[src/rtl/q_argmax_mask.sv]
// q_argmax_mask: streams N_ACTIONS signed Q-values per vector and reports the argmax mask, maximum value and tie flag.
//   clk, rst (sync active-high) | in_valid/in_ready/q_in: one Q-value per accepted beat
//   out_valid/out_ready: result handshake | out_mask (MASK_ACTIVE polarity), out_max, out_tie
module q_argmax_mask #(
  parameter int N_ACTIONS = 4,
  parameter int Q_WIDTH = 16,
  parameter logic MASK_ACTIVE = 1'b0
) (
  input  logic clk,
  input  logic rst,
  input  logic in_valid,
  output logic in_ready,
  input  logic [Q_WIDTH-1:0] q_in,
  output logic out_valid,
  input  logic out_ready,
  output logic [N_ACTIONS-1:0] out_mask,
  output logic [Q_WIDTH-1:0] out_max,
  output logic out_tie
);
  localparam int CW = $clog2(N_ACTIONS + 1);
  typedef enum logic [1:0] {IDLE, SCAN, HOLD} state_t;
  state_t state, state_n;
  logic [CW-1:0] count;
  logic signed [Q_WIDTH-1:0] max_r;
  logic [N_ACTIONS-1:0] mask_r, bit_i;
  logic accept, last;
  assign in_ready = state != HOLD && !rst;
  assign accept = in_valid && in_ready;
  assign bit_i = N_ACTIONS'(1) << count;
  assign last = count == CW'(N_ACTIONS - 1);
  assign out_valid = state == HOLD;
  assign out_max = max_r;
  assign out_mask = MASK_ACTIVE ? mask_r : ~mask_r;
  // clearing the lowest set bit leaves something only when two or more bits are set
  assign out_tie = |(mask_r & (mask_r - N_ACTIONS'(1)));
  always_comb begin
    state_n = state;
    if (state == HOLD) state_n = out_ready ? IDLE : HOLD;
    else if (accept) state_n = last ? HOLD : SCAN;
  end
  always_ff @(posedge clk) begin
    if (rst) state <= IDLE;
    else state <= state_n;
  end
  always_ff @(posedge clk) begin
    if (rst) begin
      count <= '0;
      max_r <= '0;
      mask_r <= '0;
    end else if (accept) begin
      count <= count + CW'(1);
      if (state == IDLE || $signed(q_in) > max_r) begin
        max_r <= $signed(q_in);
        mask_r <= bit_i;
      end else if ($signed(q_in) == max_r) mask_r <= mask_r | bit_i;
    end else if (state == HOLD && out_ready) count <= '0;
  end
endmodule

[config.mk]
export PLATFORM = sky130hd
export DESIGN_NAME = q_argmax_mask
export DESIGN_NICKNAME = d
export VERILOG_FILES = /design/src/rtl/q_argmax_mask.sv
export SDC_FILE = /design/constraint.sdc
export NUM_CORES = 1
export LEC_CHECK = 0
export BUFFER_PORTS_ARGS = -buffer_cell sky130_fd_sc_hd__buf_2
export CAP_MARGIN = 20
export CELL_PAD_IN_SITES_DETAIL_PLACEMENT = 0
export CELL_PAD_IN_SITES_GLOBAL_PLACEMENT = 1
export CORE_MARGIN = 8
export CORE_UTILIZATION = 40
export CTS_BUF_LIST = sky130_fd_sc_hd__clkbuf_2
export DETAILED_ROUTE_END_ITERATION = 16
export GPL_TIMING_DRIVEN = 0
export PLACE_DENSITY = 0.79
export SYNTH_ARGS = -nofsm -noshare
export SYNTH_HDL_FRONTEND = slang
export SYNTH_SLANG_ARGS = --single-unit
[constraint.sdc]
create_clock -name clk -period 2.2 [get_ports clk]
set_input_delay 0.44 -clock clk [delete_from_list [all_inputs] [get_ports clk]]
set_output_delay 0.44 -clock clk [all_outputs]
set_load 0.005 [all_outputs]
==> results of run 1 <==
==> worst max-delay path: stages (launching register included) <==
cell and delay (ps):
sky130_fd_sc_hd__dfxtp_2 380, sky130_fd_sc_hd__inv_1 70, sky130_fd_sc_hd__ha_4 280, sky130_fd_sc_hd__nand4_1 170
sky130_fd_sc_hd__o41a_1 480, sky130_fd_sc_hd__nand4_2 120, sky130_fd_sc_hd__o211ai_4 100, sky130_fd_sc_hd__buf_6 140
sky130_fd_sc_hd__clkbuf_16 150, sky130_fd_sc_hd__o31ai_4 170
==> Yosys cell counts (2+ instances only) <==
cell type	n	share of area
sky130_fd_sc_hd__nor2_1	10	0.024
sky130_fd_sc_hd__nand4_1	4	0.016
sky130_fd_sc_hd__nor4_1	2	0.0080
sky130_fd_sc_hd__buf_2	2	0.0064
sky130_fd_sc_hd__nor3_1	2	0.0064
sky130_fd_sc_hd__buf_6	3	0.022
sky130_fd_sc_hd__o31ai_2	15	0.12
sky130_fd_sc_hd__dfxtp_1	25	0.32
sky130_fd_sc_hd__a32o_1	4	0.026
sky130_fd_sc_hd__a21oi_1	12	0.038
sky130_fd_sc_hd__nand2_1	20	0.048
sky130_fd_sc_hd__inv_1	27	0.065
sky130_fd_sc_hd__ha_1	21	0.17
==> worst min-delay path by stage <==
stage | slack (ps) | start | endpoint
6_report | 280 | q_in[5] | out_max[5]
5_1_grt | 280 | q_in[4] | out_max[4]
4_1_cts | 260 | q_in[11] | out_max[11]
3_5_place_dp | 470 | mask_r[0] | mask_r[0]
3_3_place_gp | 460 | mask_r[0] | mask_r[0]
2_1_floorplan | 440 | mask_r[0] | mask_r[0]
==> cell families after synthesis <==
group,after synthesis,synth area share
multiplexers,1,0.006390
adder cells (fa/ha/maj),22,0.1741
flip-flops,25,0.3195
AO/OA/AOI/OAI,42,0.2532
AND/OR/NAND/NOR,47,0.1494
buffers and inverters,34,0.09744
==> registers in the layout (all words and copies together), names as in the netlist <==
signal / count
count: 3
mask_r: 4
state: 2
out_max: 16
==> metal layers <==
layer,up-vias,GRT usage,part of all wire
met3,2,0.03759,0.045
met1,663,0.1273,0.44
met2,25,0.2038,0.51
li1,703,-,-
met4,0,0.02222,0.0049
met5,-,0,0
==> final cells by class <==
type,count,area [µm²]
Multi-Input combinational cell,112,1066
Tap cell,48,60.06
Timing Repair Buffer,49,296.5
Buffer,6,43.79
Sequential cell,25,514.2
Fill cell,342,1612
Clock buffer,4,20.02
Inverter,27,103.9
==> power breakdown <==
group | switching [mW] | internal (mW) | leakage, nW
clock network | 0.140 | 0.0480 | 0.0166
registers | 0.0239 | 0.495 | 0.210
logic | 0.201 | 0.186 | 0.674
total | 0.365 | 0.730 | 0.900
==> per-stage QoR <==
stage	total power, mW	hold WS [ps]	cell area [µm²]	setup TNS [ps]
2_1_floorplan	0.7252	441.9	1567	0
3_3_place_gp	0.8190	457.1	1827	-1750
3_5_place_dp	0.8275	467.9	1827	-2545
4_1_cts	1.020	264.8	1853	0
5_1_grt	1.172	277.7	2105	-188.3
6_report	1.095	278.4	2105	0
==> repair_timing <==
action                                  in CTS  in global routing
pin swaps                                    1                  9
setup buffers                                0                  7
gates cloned                                 0                  2
endpoints found under the setup margin       8                 20
resized for setup                            1                 41
hold buffers                                 0                  0
==> flow_metrics.env, run 1 <==
export IMPL_status="finished, final reports clean"
export IMPL_crit_path_end_kind="flop"
export IMPL_synthArstFlopShare=0
export IMPL_layout_cells_most_common_list="sky130_fd_sc_hd__buf_2, sky130_fd_sc_hd__inv_1, sky130_fd_sc_hd__nand2_1"
export IMPL_dp_hpwl_mm=2.910
export IMPL_layout_nets=265
export IMPL_reg2reg_slack_ps=30
export IMPL_detail_route_drc_violations=0
export IMPL_core_area_um2=3716
export IMPL_worstSetupPathType="reg -> reg"
export IMPL_period_share=0.9873
export IMPL_hold_path_class="in -> reg"
export IMPL_place_ws_ps=-155.7
export IMPL_finalNonFillerCells=271
export IMPL_worstPathRequired_ps=2470
export IMPL_cell_pwr_density_nw_per_um2=520.1
export IMPL_ir_worst_vdd_mv=0.2867
export IMPL_wirelength_mm=3.869
export IMPL_finalWeightedCongestion=0.7749
export IMPL_max_freq_mhz=460.4
export IMPL_critPathLaunchType="flop"
export IMPL_critical_path_max_fanout=5
export IMPL_cts_made_buffers=3
export IMPL_worstPathArrival_ps=2440
export IMPL_post_synth_inst_count=171
export IMPL_postSynthNetCount=212
export IMPL_path_clk_slew_ps=250
export IMPL_reg2reg_from="out_max[7]"
export IMPL_htreeDepth=1
export IMPL_detail_route_antenna_nets=0
export IMPL_grt_setup_unrepaired="true"
export IMPL_drive_gt1_frac=0.4978
export IMPL_row_count=22
export IMPL_syn_area_per_cell_um2=9.161
export IMPL_post_drt_wl_per_cell_um=14.28
export IMPL_grt_start_max_net_pins=14
export IMPL_placement_io_buffers=40
export IMPL_clock_latency_ps=360
export IMPL_boundaryPins=43
export IMPL_ys_dominant_reg_cell="sky130_fd_sc_hd__dfxtp_1"
export IMPL_drt_initial_drc_count=27
export IMPL_grt_util_all_layers=0.1136
export IMPL_depth_of_the_worst_register_to_register_path=9
export IMPL_number_of_max_cap_violations=0
export IMPL_number_of_cells_on_the_worst_hold_path=3
export IMPL_most_frequent_standard_cell_in_the_layout_excluding_fill_and_tap_cells="sky130_fd_sc_hd__buf_2"
export IMPL_tightest_slew_ps=771.9
export IMPL_post_synth_num_cell_types=37
export IMPL_finalWorstPathRequiredPeriod_ps=2172
export IMPL_global_route_overflow_total=0
export IMPL_timing_critical_path_from="out_max[7]"
export IMPL_dp_cells=259
export IMPL_critPathCapture="out_max[13]"
export IMPL_chipWidth_um=78.58
export IMPL_area_growth_synth_to_final_pct=34.35
export IMPL_dieArea_um2=6175
export IMPL_starting_density=0.4215
export IMPL_clock_tree_buffer_depth=2
export IMPL_synth_enable_flop_cells=0
export IMPL_ys_warn_count=0
export IMPL_r2r_end="out_max[13]"
export IMPL_grt_pass1_vias=1379
export IMPL_worst_slack_ps=27.90
export IMPL_grt_antenna_before_repair=0
export IMPL_max_slew_margin=0.4854
export IMPL_grt_pass1_wl_mm=5.940
export IMPL_finalHoldViolCount=0
export IMPL_leakage_nw=0.8999
export IMPL_antenna_diode_count=0
export IMPL_finalSetupViolations=0
export IMPL_drt_pass1_iter_count=4
export IMPL_final_setup_skew_ps=26.13
export IMPL_route_vias_total=1393
export IMPL_avgViaCountPerCell=5.140
export IMPL_fin_util=0.5663
export IMPL_report_final_slew_viol_count=0
export IMPL_ctsRootBufferMaster="sky130_fd_sc_hd__clkbuf_2"
export IMPL_die_h_um=78.58
export IMPL_cts_sink_count=25
export IMPL_synth_ff_latch_count=25
export IMPL_synth_yosys_seq_area_share=0.3195
export IMPL_synth_cell_area_um2=1567
export IMPL_cts_tree="built"
No activity file was read; power rests on OpenSTA's default activity.
==> run 2: changes to the inputs <==
--- a/config.mk
+++ b/config.mk
@@ -9,12 +9,12 @@
 export CAP_MARGIN = 20
 export CELL_PAD_IN_SITES_DETAIL_PLACEMENT = 0
 export CELL_PAD_IN_SITES_GLOBAL_PLACEMENT = 1
-export CORE_MARGIN = 8
+export CORE_MARGIN = 1.5
 export CORE_UTILIZATION = 40
 export CTS_BUF_LIST = sky130_fd_sc_hd__clkbuf_2
 export DETAILED_ROUTE_END_ITERATION = 16
 export GPL_TIMING_DRIVEN = 0
-export PLACE_DENSITY = 0.79
+export PLACE_DENSITY = 0.92
 export SYNTH_ARGS = -nofsm -noshare
 export SYNTH_HDL_FRONTEND = slang
 export SYNTH_SLANG_ARGS = --single-unit
==> flow_metrics.env, run 2 (synthesis results as in run 1) <==
export IMPL_ctsRootBufferMaster="sky130_fd_sc_hd__clkbuf_2"
export IMPL_depth_of_the_worst_register_to_register_path=9
export IMPL_clkPwrFrac=0.174
export IMPL_fill_count=338
export IMPL_finalHoldViolCount=0
export IMPL_ir_worst_vdd_mv=0.2375
export IMPL_finalWorstPathRequiredPeriod_ps=2183
export IMPL_avgViaCountPerCell=5.060
export IMPL_path_clk_slew_ps=240
export IMPL_reg2reg_slack_ps=20
export IMPL_finalNonFillerCells=268
export IMPL_grt_setup_unrepaired="true"
export IMPL_critical_path_max_fanout=10
export IMPL_post_drt_wl_per_cell_um=12.83
export IMPL_r2r_end="out_max[15]"
export IMPL_switching_power_mw=0.3587
export IMPL_dieArea_um2=4301
export IMPL_cell_pwr_density_nw_per_um2=515.9
export IMPL_grt_start_max_net_pins=14
export IMPL_max_slew_margin=0.4874
export IMPL_cts_tree="built"
export IMPL_hold_path_class="in -> reg"
export IMPL_crit_path_end_kind="flop"
export IMPL_wl_met3_um=115
export IMPL_antenna_diode_count=0
export IMPL_row_count=22
export IMPL_report_final_slew_viol_count=0
export IMPL_critPathCapture="out_max[15]"
export IMPL_drive_gt1_frac=0.5000
export IMPL_finalWeightedCongestion=0.7321
export IMPL_route_vias_total=1356
export IMPL_die_h_um=65.58
export IMPL_starting_density=0.4215
export IMPL_detailed_routed_wire_length_on_met2_mm=1.696
export IMPL_placement_io_buffers=40
export IMPL_number_of_max_cap_violations=0
export IMPL_detail_route_drc_violations=0
export IMPL_wirelength_mm=3.439
export IMPL_status="finished, final reports clean"
export IMPL_global_route_overflow_total=0
export IMPL_grt_util_all_layers=0.1540
export IMPL_cts_made_buffers=3
export IMPL_worstPathArrival_ps=2440
export IMPL_worstPathRequired_ps=2460
export IMPL_topRoutingLayerUsed="met4"
export IMPL_leakage_nw=0.8948
export IMPL_largest_reg_flops=16
export IMPL_drt_pass1_iter_count=4
export IMPL_dp_hpwl_mm=2.416
export IMPL_period_share=0.9921
export IMPL_p_seq_frac=0.479
export IMPL_timing_critical_path_from="out_max[10]"
export IMPL_cts_sink_count=25
export IMPL_boundaryPins=43
export IMPL_grt_pass1_wl_mm=5.271
export IMPL_dp_cells=259
export IMPL_critPathLaunchType="flop"
export IMPL_clock_latency_ps=360
export IMPL_area_growth_synth_to_final_pct=34.03
export IMPL_drt_met1_wl_mm=1.589
export IMPL_tightest_slew_ps=769.0
export IMPL_detail_route_antenna_nets=0
export IMPL_reg2reg_from="out_max[10]"
export IMPL_most_frequent_standard_cell_in_the_layout_excluding_fill_and_tap_cells="sky130_fd_sc_hd__buf_2"
export IMPL_grt_pass1_vias=1272
export IMPL_max_freq_mhz=458.1
export IMPL_final_setup_skew_ps=15.57
export IMPL_clock_tree_buffer_depth=2
export IMPL_htreeDepth=1
export IMPL_chipWidth_um=65.58
export IMPL_sw_frac_of_total=0.3312
export IMPL_power_report_internal_total_mw=0.7244
export IMPL_worst_case_hold_slack_ps=277.8
export IMPL_layout_nets=262
export IMPL_finalSetupViolations=0
export IMPL_pwr_share_comb=0.348
export IMPL_drt_initial_drc_count=67
export IMPL_grt_antenna_before_repair=0
export IMPL_worstSetupPathType="reg -> reg"
export IMPL_layout_cells_most_common_list="sky130_fd_sc_hd__buf_2, sky130_fd_sc_hd__inv_1, sky130_fd_sc_hd__nand2_1"
export IMPL_core_area_um2=3716
-- run 2: cell types whose count changed in the layout (fill, tap and decap cells not counted), moves of 2 or more --
| cell | change |
|---|---|
| sky130_fd_sc_hd__buf_4 | -2 |
| sky130_fd_sc_hd__buf_6 | -3 |
| sky130_fd_sc_hd__nand2_1 | -5 |
| sky130_fd_sc_hd__nand2_2 | +4 |
-- run 2: layout make-up --
cell class / count / area (µm²) / share of cell area
plain buffers: 7 / 58.81 / 0.02801
repair buffers: 45 / 272.8 / 0.1299
multi-input cells: 112 / 1071 / 0.5101
well taps: 48 / 60.06 / 0.02861
flip-flops and latches: 25 / 515.5 / 0.2455
inverters: 27 / 101.3 / 0.04827
clock buffers: 4 / 20.02 / 0.009535
-- run 2: critical path, stage by stage (launching register included) --
cell                       delay, ps
sky130_fd_sc_hd__dfxtp_2         390
sky130_fd_sc_hd__inv_2            50
sky130_fd_sc_hd__ha_4            260
sky130_fd_sc_hd__nand4_1         170
sky130_fd_sc_hd__o41a_1          520
sky130_fd_sc_hd__nand4_2         150
sky130_fd_sc_hd__o211ai_4        160
sky130_fd_sc_hd__buf_6           200
sky130_fd_sc_hd__nand2_1         100
sky130_fd_sc_hd__o31ai_2          70
-- run 2: what timing repair did --
action                                  CTS  global route
buffers inserted                          0             3
endpoints found under the setup margin    0            20
gates resized for setup                   0            41
hold buffers                              0             0
-- run 2: per-stage QoR --
| stage | setup TNS (ps) | area (µm²) | util | power, mW | setup slack (ps) |
|---|---|---|---|---|---|
| CTS | 0 | 1847 | 0.4970 | 1.008 | 10.42 |
| detailed placement | -1993 | 1827 | 0.4916 | 0.8217 | -114.5 |
| global route | -893.0 | 2100 | 0.5650 | 1.169 | -81.22 |
| global placement | -1575 | 1827 | 0.4916 | 0.8154 | -93.08 |
| floorplan | 0 | 1567 | - | 0.7252 | 149.4 |
| finish | 0 | 2100 | 0.5650 | 1.083 | 17.29 |
-- run 2: worst min-delay path by stage --
| stage | startpoint | end | slack [ps] | cells after the start |
|---|---|---|---|---|
| after floorplan | mask_r[0] | mask_r[0] | 440 | 1 |
| after global placement | mask_r[0] | mask_r[0] | 460 | 1 |
| after detailed placement | mask_r[0] | mask_r[0] | 460 | 1 |
| after CTS | q_in[4] | out_max[4] | 270 | 3 |
| after global routing | q_in[1] | out_max[1] | 250 | 3 |
| final | q_in[5] | out_max[5] | 280 | 3 |
-- run 2: power groups by stage --
stage / clock, mW / sequential, mW / combinational [mW]
floorplan: 0 / 0.523 / 0.203
finish: 0.188 / 0.519 / 0.377
CTS: 0.194 / 0.513 / 0.301
global route: 0.218 / 0.524 / 0.426
global placement: 0 / 0.520 / 0.296
detailed placement: 0 / 0.521 / 0.300
-- run 2: routing by layer --
| metal | track usage | vias up |
|---|---|---|
| met3 | 0.02911 | 4 |
| met2 | 0.2717 | 26 |
| met4 | 0.03906 | 0 |
| met5 | 0 | - |
| met1 | 0.1920 | 627 |
| li1 | - | 699 |
